<file path="config.mk">
export PLATFORM = sky130hd
export DESIGN_NAME = ram_initiator
export DESIGN_NICKNAME = d
export VERILOG_FILES = /design/src/rtl/ram_initiator.sv
export SDC_FILE = /design/constraint.sdc
export NUM_CORES = 1
export LEC_CHECK = 0
export BUFFER_PORTS_ARGS = -buffer_cell sky130_fd_sc_hd__clkbuf_2
export CAP_MARGIN = 5
export CORE_AREA = 2 2 46 69
export CTS_BUF_LIST = sky130_fd_sc_hd__clkbuf_16
export DETAILED_ROUTE_END_ITERATION = 8
export DIE_AREA = 0 0 48 71
export HOLD_SLACK_MARGIN = 0.02
export PLACE_DENSITY = 0.85
export SYNTH_ARGS = -nofsm -noshare
export SYNTH_HDL_FRONTEND = slang
export SYNTH_SLANG_ARGS = --single-unit
</file>
<file path="constraint.sdc">
create_clock -name CLK_ -period 3.07 [get_ports CLK_]
set_input_delay 0.1535 -clock CLK_ [delete_from_list [all_inputs] [get_ports CLK_]]
set_output_delay 0.1535 -clock CLK_ [all_outputs]
set_load 0.01 [all_outputs]
</file>
<file path="src/rtl/ram_initiator.sv">
// ram_initiator: valid/ready front end for a single-port 4-bit RAM cell array,
// with a built-in self-test that writes a seeded pattern to every word,
// reads it back, and reports a pass flag and a saturating mismatch count.
module ram_initiator #(
    parameter int                ADDR_W = 3,
    parameter int                DATA_W = 4,
    parameter logic [DATA_W-1:0] SEED   = 4'b1010
) (
    input  logic              CLK_,
    input  logic              CLR,
    input  logic              req_valid,
    output logic              req_ready,
    input  logic              req_we,
    input  logic [ADDR_W-1:0] req_addr,
    input  logic [DATA_W-1:0] req_wdata,
    output logic              rsp_valid,
    output logic [DATA_W-1:0] rsp_rdata,
    input  logic              bist_start,
    output logic              bist_busy,
    output logic              bist_done,
    output logic              bist_pass,
    output logic [ADDR_W:0]   bist_err_cnt,
    output logic              ram_rw,
    output logic [ADDR_W-1:0] ram_addr,
    output logic [DATA_W-1:0] ram_din,
    input  logic [DATA_W-1:0] ram_dout
);

    // Counter is one bit wider than the address so the last word is
    // detected without the count aliasing back to zero.
    localparam int             CW   = ADDR_W + 1;
    localparam logic [CW-1:0]  LAST = CW'((1 << ADDR_W) - 1);

    typedef enum logic [2:0] {
        IDLE, WRITE, READ, BIST_WR, BIST_RD, BIST_END
    } state_t;

    state_t              state_q, state_d;
    logic [CW-1:0]       cnt_q, cnt_d, cnt_inc;
    logic                ram_rw_q, ram_rw_d;
    logic [ADDR_W-1:0]   ram_addr_q, ram_addr_d;
    logic [DATA_W-1:0]   ram_din_q, ram_din_d;
    logic                rsp_valid_q, rsp_valid_d;
    logic [DATA_W-1:0]   rsp_rdata_q, rsp_rdata_d;
    logic [CW-1:0]       err_q, err_d;
    logic                pass_q, pass_d;

    // BIST pattern: low address bits zero-extended to the word, XOR seed.
    function automatic logic [DATA_W-1:0] pat(input logic [CW-1:0] a);
        logic [DATA_W-1:0] v;
        v = '0;
        for (int i = 0; i < DATA_W && i < ADDR_W; i++) v[i] = a[i];
        return v ^ SEED;
    endfunction

    assign cnt_inc = cnt_q + 1'b1;

    // Next-state, RAM pin and status computation.
    always_comb begin
        state_d     = state_q;
        cnt_d       = cnt_q;
        ram_rw_d    = 1'b0;
        ram_addr_d  = ram_addr_q;
        ram_din_d   = ram_din_q;
        rsp_valid_d = 1'b0;
        rsp_rdata_d = rsp_rdata_q;
        err_d       = err_q;
        pass_d      = pass_q;
        case (state_q)
            IDLE: begin
                // Self-test wins over a simultaneous request; the request
                // stays pending and is taken once the test finishes.
                if (bist_start) begin
                    state_d    = BIST_WR;
                    cnt_d      = '0;
                    ram_rw_d   = 1'b1;
                    ram_addr_d = '0;
                    ram_din_d  = pat('0);
                    err_d      = '0;
                    pass_d     = 1'b0;
                end else if (req_valid) begin
                    state_d    = req_we ? WRITE : READ;
                    ram_rw_d   = req_we;
                    ram_addr_d = req_addr;
                    ram_din_d  = req_wdata;
                end
            end
            WRITE: state_d = IDLE;
            READ: begin
                state_d     = IDLE;
                rsp_valid_d = 1'b1;
                rsp_rdata_d = ram_dout;
            end
            BIST_WR: begin
                if (cnt_q == LAST) begin
                    state_d    = BIST_RD;
                    cnt_d      = '0;
                    ram_addr_d = '0;
                end else begin
                    cnt_d      = cnt_inc;
                    ram_rw_d   = 1'b1;
                    ram_addr_d = cnt_inc[ADDR_W-1:0];
                    ram_din_d  = pat(cnt_inc);
                end
            end
            BIST_RD: begin
                if (ram_dout != pat(cnt_q) && err_q != '1) err_d = err_q + 1'b1;
                if (cnt_q == LAST) begin
                    state_d = BIST_END;
                    pass_d  = (err_d == '0);
                end else begin
                    cnt_d      = cnt_inc;
                    ram_addr_d = cnt_inc[ADDR_W-1:0];
                end
            end
            BIST_END: state_d = IDLE;
            default:  state_d = IDLE;
        endcase
    end

    // State and output registers; CLR aborts any operation immediately.
    always_ff @(posedge CLK_ or posedge CLR) begin
        if (CLR) begin
            state_q     <= IDLE;
            cnt_q       <= '0;
            ram_rw_q    <= 1'b0;
            ram_addr_q  <= '0;
            ram_din_q   <= '0;
            rsp_valid_q <= 1'b0;
            rsp_rdata_q <= '0;
            err_q       <= '0;
            pass_q      <= 1'b0;
        end else begin
            state_q     <= state_d;
            cnt_q       <= cnt_d;
            ram_rw_q    <= ram_rw_d;
            ram_addr_q  <= ram_addr_d;
            ram_din_q   <= ram_din_d;
            rsp_valid_q <= rsp_valid_d;
            rsp_rdata_q <= rsp_rdata_d;
            err_q       <= err_d;
            pass_q      <= pass_d;
        end
    end

    // Ready is withheld when bist_start is present so that a request is
    // never seen as accepted in a cycle where the self-test takes priority.
    assign req_ready    = (state_q == IDLE) && !bist_start;
    assign bist_busy    = (state_q == BIST_WR) || (state_q == BIST_RD);
    assign bist_done    = (state_q == BIST_END);
    assign bist_pass    = pass_q;
    assign bist_err_cnt = err_q;
    assign rsp_valid    = rsp_valid_q;
    assign rsp_rdata    = rsp_rdata_q;
    assign ram_rw       = ram_rw_q;
    assign ram_addr     = ram_addr_q;
    assign ram_din      = ram_din_q;

endmodule

</file>
==> out/metrics.yaml <==
outcome:
  outcome: "finished clean"
global_routing:
  grt_antenna_before_repair: 0
  grt.overflow.total: 0
  gr-usage-met3_pct: 4.08
  grt_max_degree: 26
  grtUsageTotal_pct: 21.6
  grt_pass1_vias: 1230
  met1_usage_pct: 25.7
  grt_util_met2_pct: 34.7
  top_usage_layer: "met2"
  grt_pass1_wl_um: 5420
clock_network:
  clock_latency_ps: 260
  clk_pin_slew_ps: 60
  clockBufferDepth: 2
  h-tree-depth: 1
  root_buffer: "clkbuf_16"
  ctsResizeCount: 0
  cts_setup_buffers: 0
  cts_made_buffers: 3
  numClockSinks: 25
  cts_tree: "yes"
  holdBufCountCts: 0
floorplanning:
  dieArea_sq_um: 3410
  num_rows: 24
  start_util_pct: 51.1
  die_h_um: 71
  die_w_um: 48
  pin_count: 37
  core_sq_um: 2850
logic_synthesis:
  synth_top_area_share_pct: 43.0
  synth_area_leader_cell: "dfrtp_1"
  synth.net_count: 161
  yosys_warnings: 0
  avgSynthCellArea_sq_um: 10.2
  ys_types: 47
  synth.most_common_cell: "dfrtp_1"
  ys_top_cells_by_area: "dfrtp_1 (43%), mux2_2 (7.0%), nand2_1 (4.4%)"
  synthAdderAreaFrac_pct: 1.72
  ys_top_cells_by_count: "dfrtp_1 (25), nand2_1 (17), a21oi_1 (9), mux2_2 (9), o21ai_0 (8)"
  ys_ff_latch: 25
  syn_inst: 143
  synth-async-reset-ratio_pct: 100
  synthXorXnorAreaFrac_pct: 2.41
  synth_ff_type: "dfrtp_1"
  synth_area_sq_um: 1460
  synth_top_family_by_area: "simple AND/OR/NAND/NOR gates"
  synth-edff-count: 0
  synth_mux_area_share_pct: 9.97
  synth_compound_area_share_pct: 15.9
  yosys.area_share.simple_pct: 22.5
  seq_area_frac_synth_pct: 43.0
power:
  worst_ir_drop_vdd_mv: 0.439
  p_leak_nw: 0.789
  pwr_density_cell_nw_per_um2: 764
sta:
  skew_ps: 2.47
  final.period_utilization_pct: 66.7
  whs_ps: 79.9
  finalHoldViolCount: 0
  min_period_ps: 2050
  maxSlewViolCount: 0
  worst_pin_slew_ps: 941
  setup_viol: 0
  rsz0062_at_grt: "no"
  max_slew_margin_pct: 37.2
  fmax_mhz: 488
  totalNegativeSetupSlack_ps: 0
worst_setup_path:
  reg2reg_depth: 4
  worstPathArrival_ps: 2240
  required_ps: 3260
  regToRegStartpoint: "state_q[1]"
  critPathMaxFanout: 11
  cp-endpoint: "cnt_q[3]"
  end_kind: "flip-flop"
  worstSetupStartpoint: "state_q[1]"
  crit_type: "flip-flop to flip-flop"
  worst_r2r_endpoint: "cnt_q[3]"
  cp-start-kind: "flip-flop"
  r2r_slack_ps: 1020
cells_and_area:
  drive_gt1_share_pct: 30.9
  syn2layout_area_growth_pct: 17.2
  diodes: 0
  fill_cells: 237
  regArea_sq_um: 626
  multi_input_area_sq_um: 764
  fin_area_sq_um: 1710
  nNetsFinal: 194
route:
  drc: 0
  wirelength_um: 3230
  ant_nets: 0
  vias_per_cell: 5.86
  firstDrtPassIters: 4
  routedWlPerCell_um: 15.1
  via_count: 1254
  drt_iter0_drc: 52
run:
  cap_viol_max_count: 0
placed_design:
  post_dp_cell_area_sq_um: 1630
  dp_hpwl_um: 2440
  portBuffers: 36
  place.gp.congestion: 0.850
min_path:
  min_path_type: "input pin to async pin"
==> how the worst min path moves through the flow <==
stage,start,end,slack (ps)
after floorplan,CLR,bist_err_cnt[0],180
after global placement,CLR,rsp_rdata[0],370
after detailed placement,CLR,rsp_rdata[1],390
after CTS,CLR,rsp_rdata[0],120
after global routing,ram_dout[1],rsp_rdata[1],170
final,CLR,rsp_rdata[2],80
==> registers in the layout (all words and copies together) (netlist names) <==
register      cells
bist_err_cnt      4
cnt_q             4
ram_din           4
rsp_rdata         4
ram_addr          3
state_q           3
bist_pass         1
ram_rw            1
rsp_valid         1
==> power by group <==
part | total (mW) | internal (mW) | switching, mW
Combinational | 0.501 | 0.228 | 0.273
Clock | 0.287 | 0.175 | 0.111
Sequential | 0.517 | 0.429 | 0.0874
Total | 1.30 | 0.832 | 0.472
==> critical path, stage by stage (launching register included) <==
cell,delay (ps)
dfrtp_1,490
nor2_1,540
a31oi_2,290
or4_1,560
nand3_1,100
==> cells by family after synthesis <==
| logic type | count (synthesis) |
|---|---|
| muxes | 13 |
| xor gates and xnor gates | 4 |
| buffers and inverters | 10 |
| DFF | 25 |
| and+or+nand+nor | 54 |
| adders and majority gates | 2 |
| AOI/OAI and AO/OA | 35 |
==> area by class of cell <==
cell class                      count  share of cell area, %
Multi-Input combinational cell    108                   44.8
Sequential cell                    25                   36.7
Timing Repair Buffer               36                   10.6
Clock buffer                        3                   4.40
Tap cell                           39                   2.86
Inverter                            2                  0.440
Clock inverter                      1                  0.293
==> layout by cell type, fill, tap and decap left out, types with 2 or more instances in the layout <==
cell	instances
nor2_1	2
clkbuf_16	3
mux2_2	9
ha_1	2
nand3b_1	4
nor3_1	5
nand3_1	4
o21ai_0	8
nand4b_1	2
and3_1	2
xnor2_1	3
clkbuf_2	36
o211ai_1	3
o21ai_1	4
nor2b_1	3
mux2_1	3
inv_1	2
nand4_1	2
nor4b_1	2
nand2_1	17
dfrtp_1	25
a21oi_1	9
a21o_1	2
==> metrics by stage <==
step	setup WS, ps	power [mW]	utilization [%]	cells
6_report	1020	1.30	59.8	214
2_1_floorplan	1340	0.896	-	143
3_3_place_gp	1130	1.00	57.0	210
3_5_place_dp	1020	1.02	57.0	210
4_1_cts	1040	1.31	59.8	214
5_1_grt	856	1.39	59.8	214
==> routing by layer <==
metal,part of all wire [%],vias up
met5,0,-
met4,3.2,0
met3,3.5,10
met2,53,36
met1,40,611
li1,-,597
No activity file was read; power rests on OpenSTA's default activity.
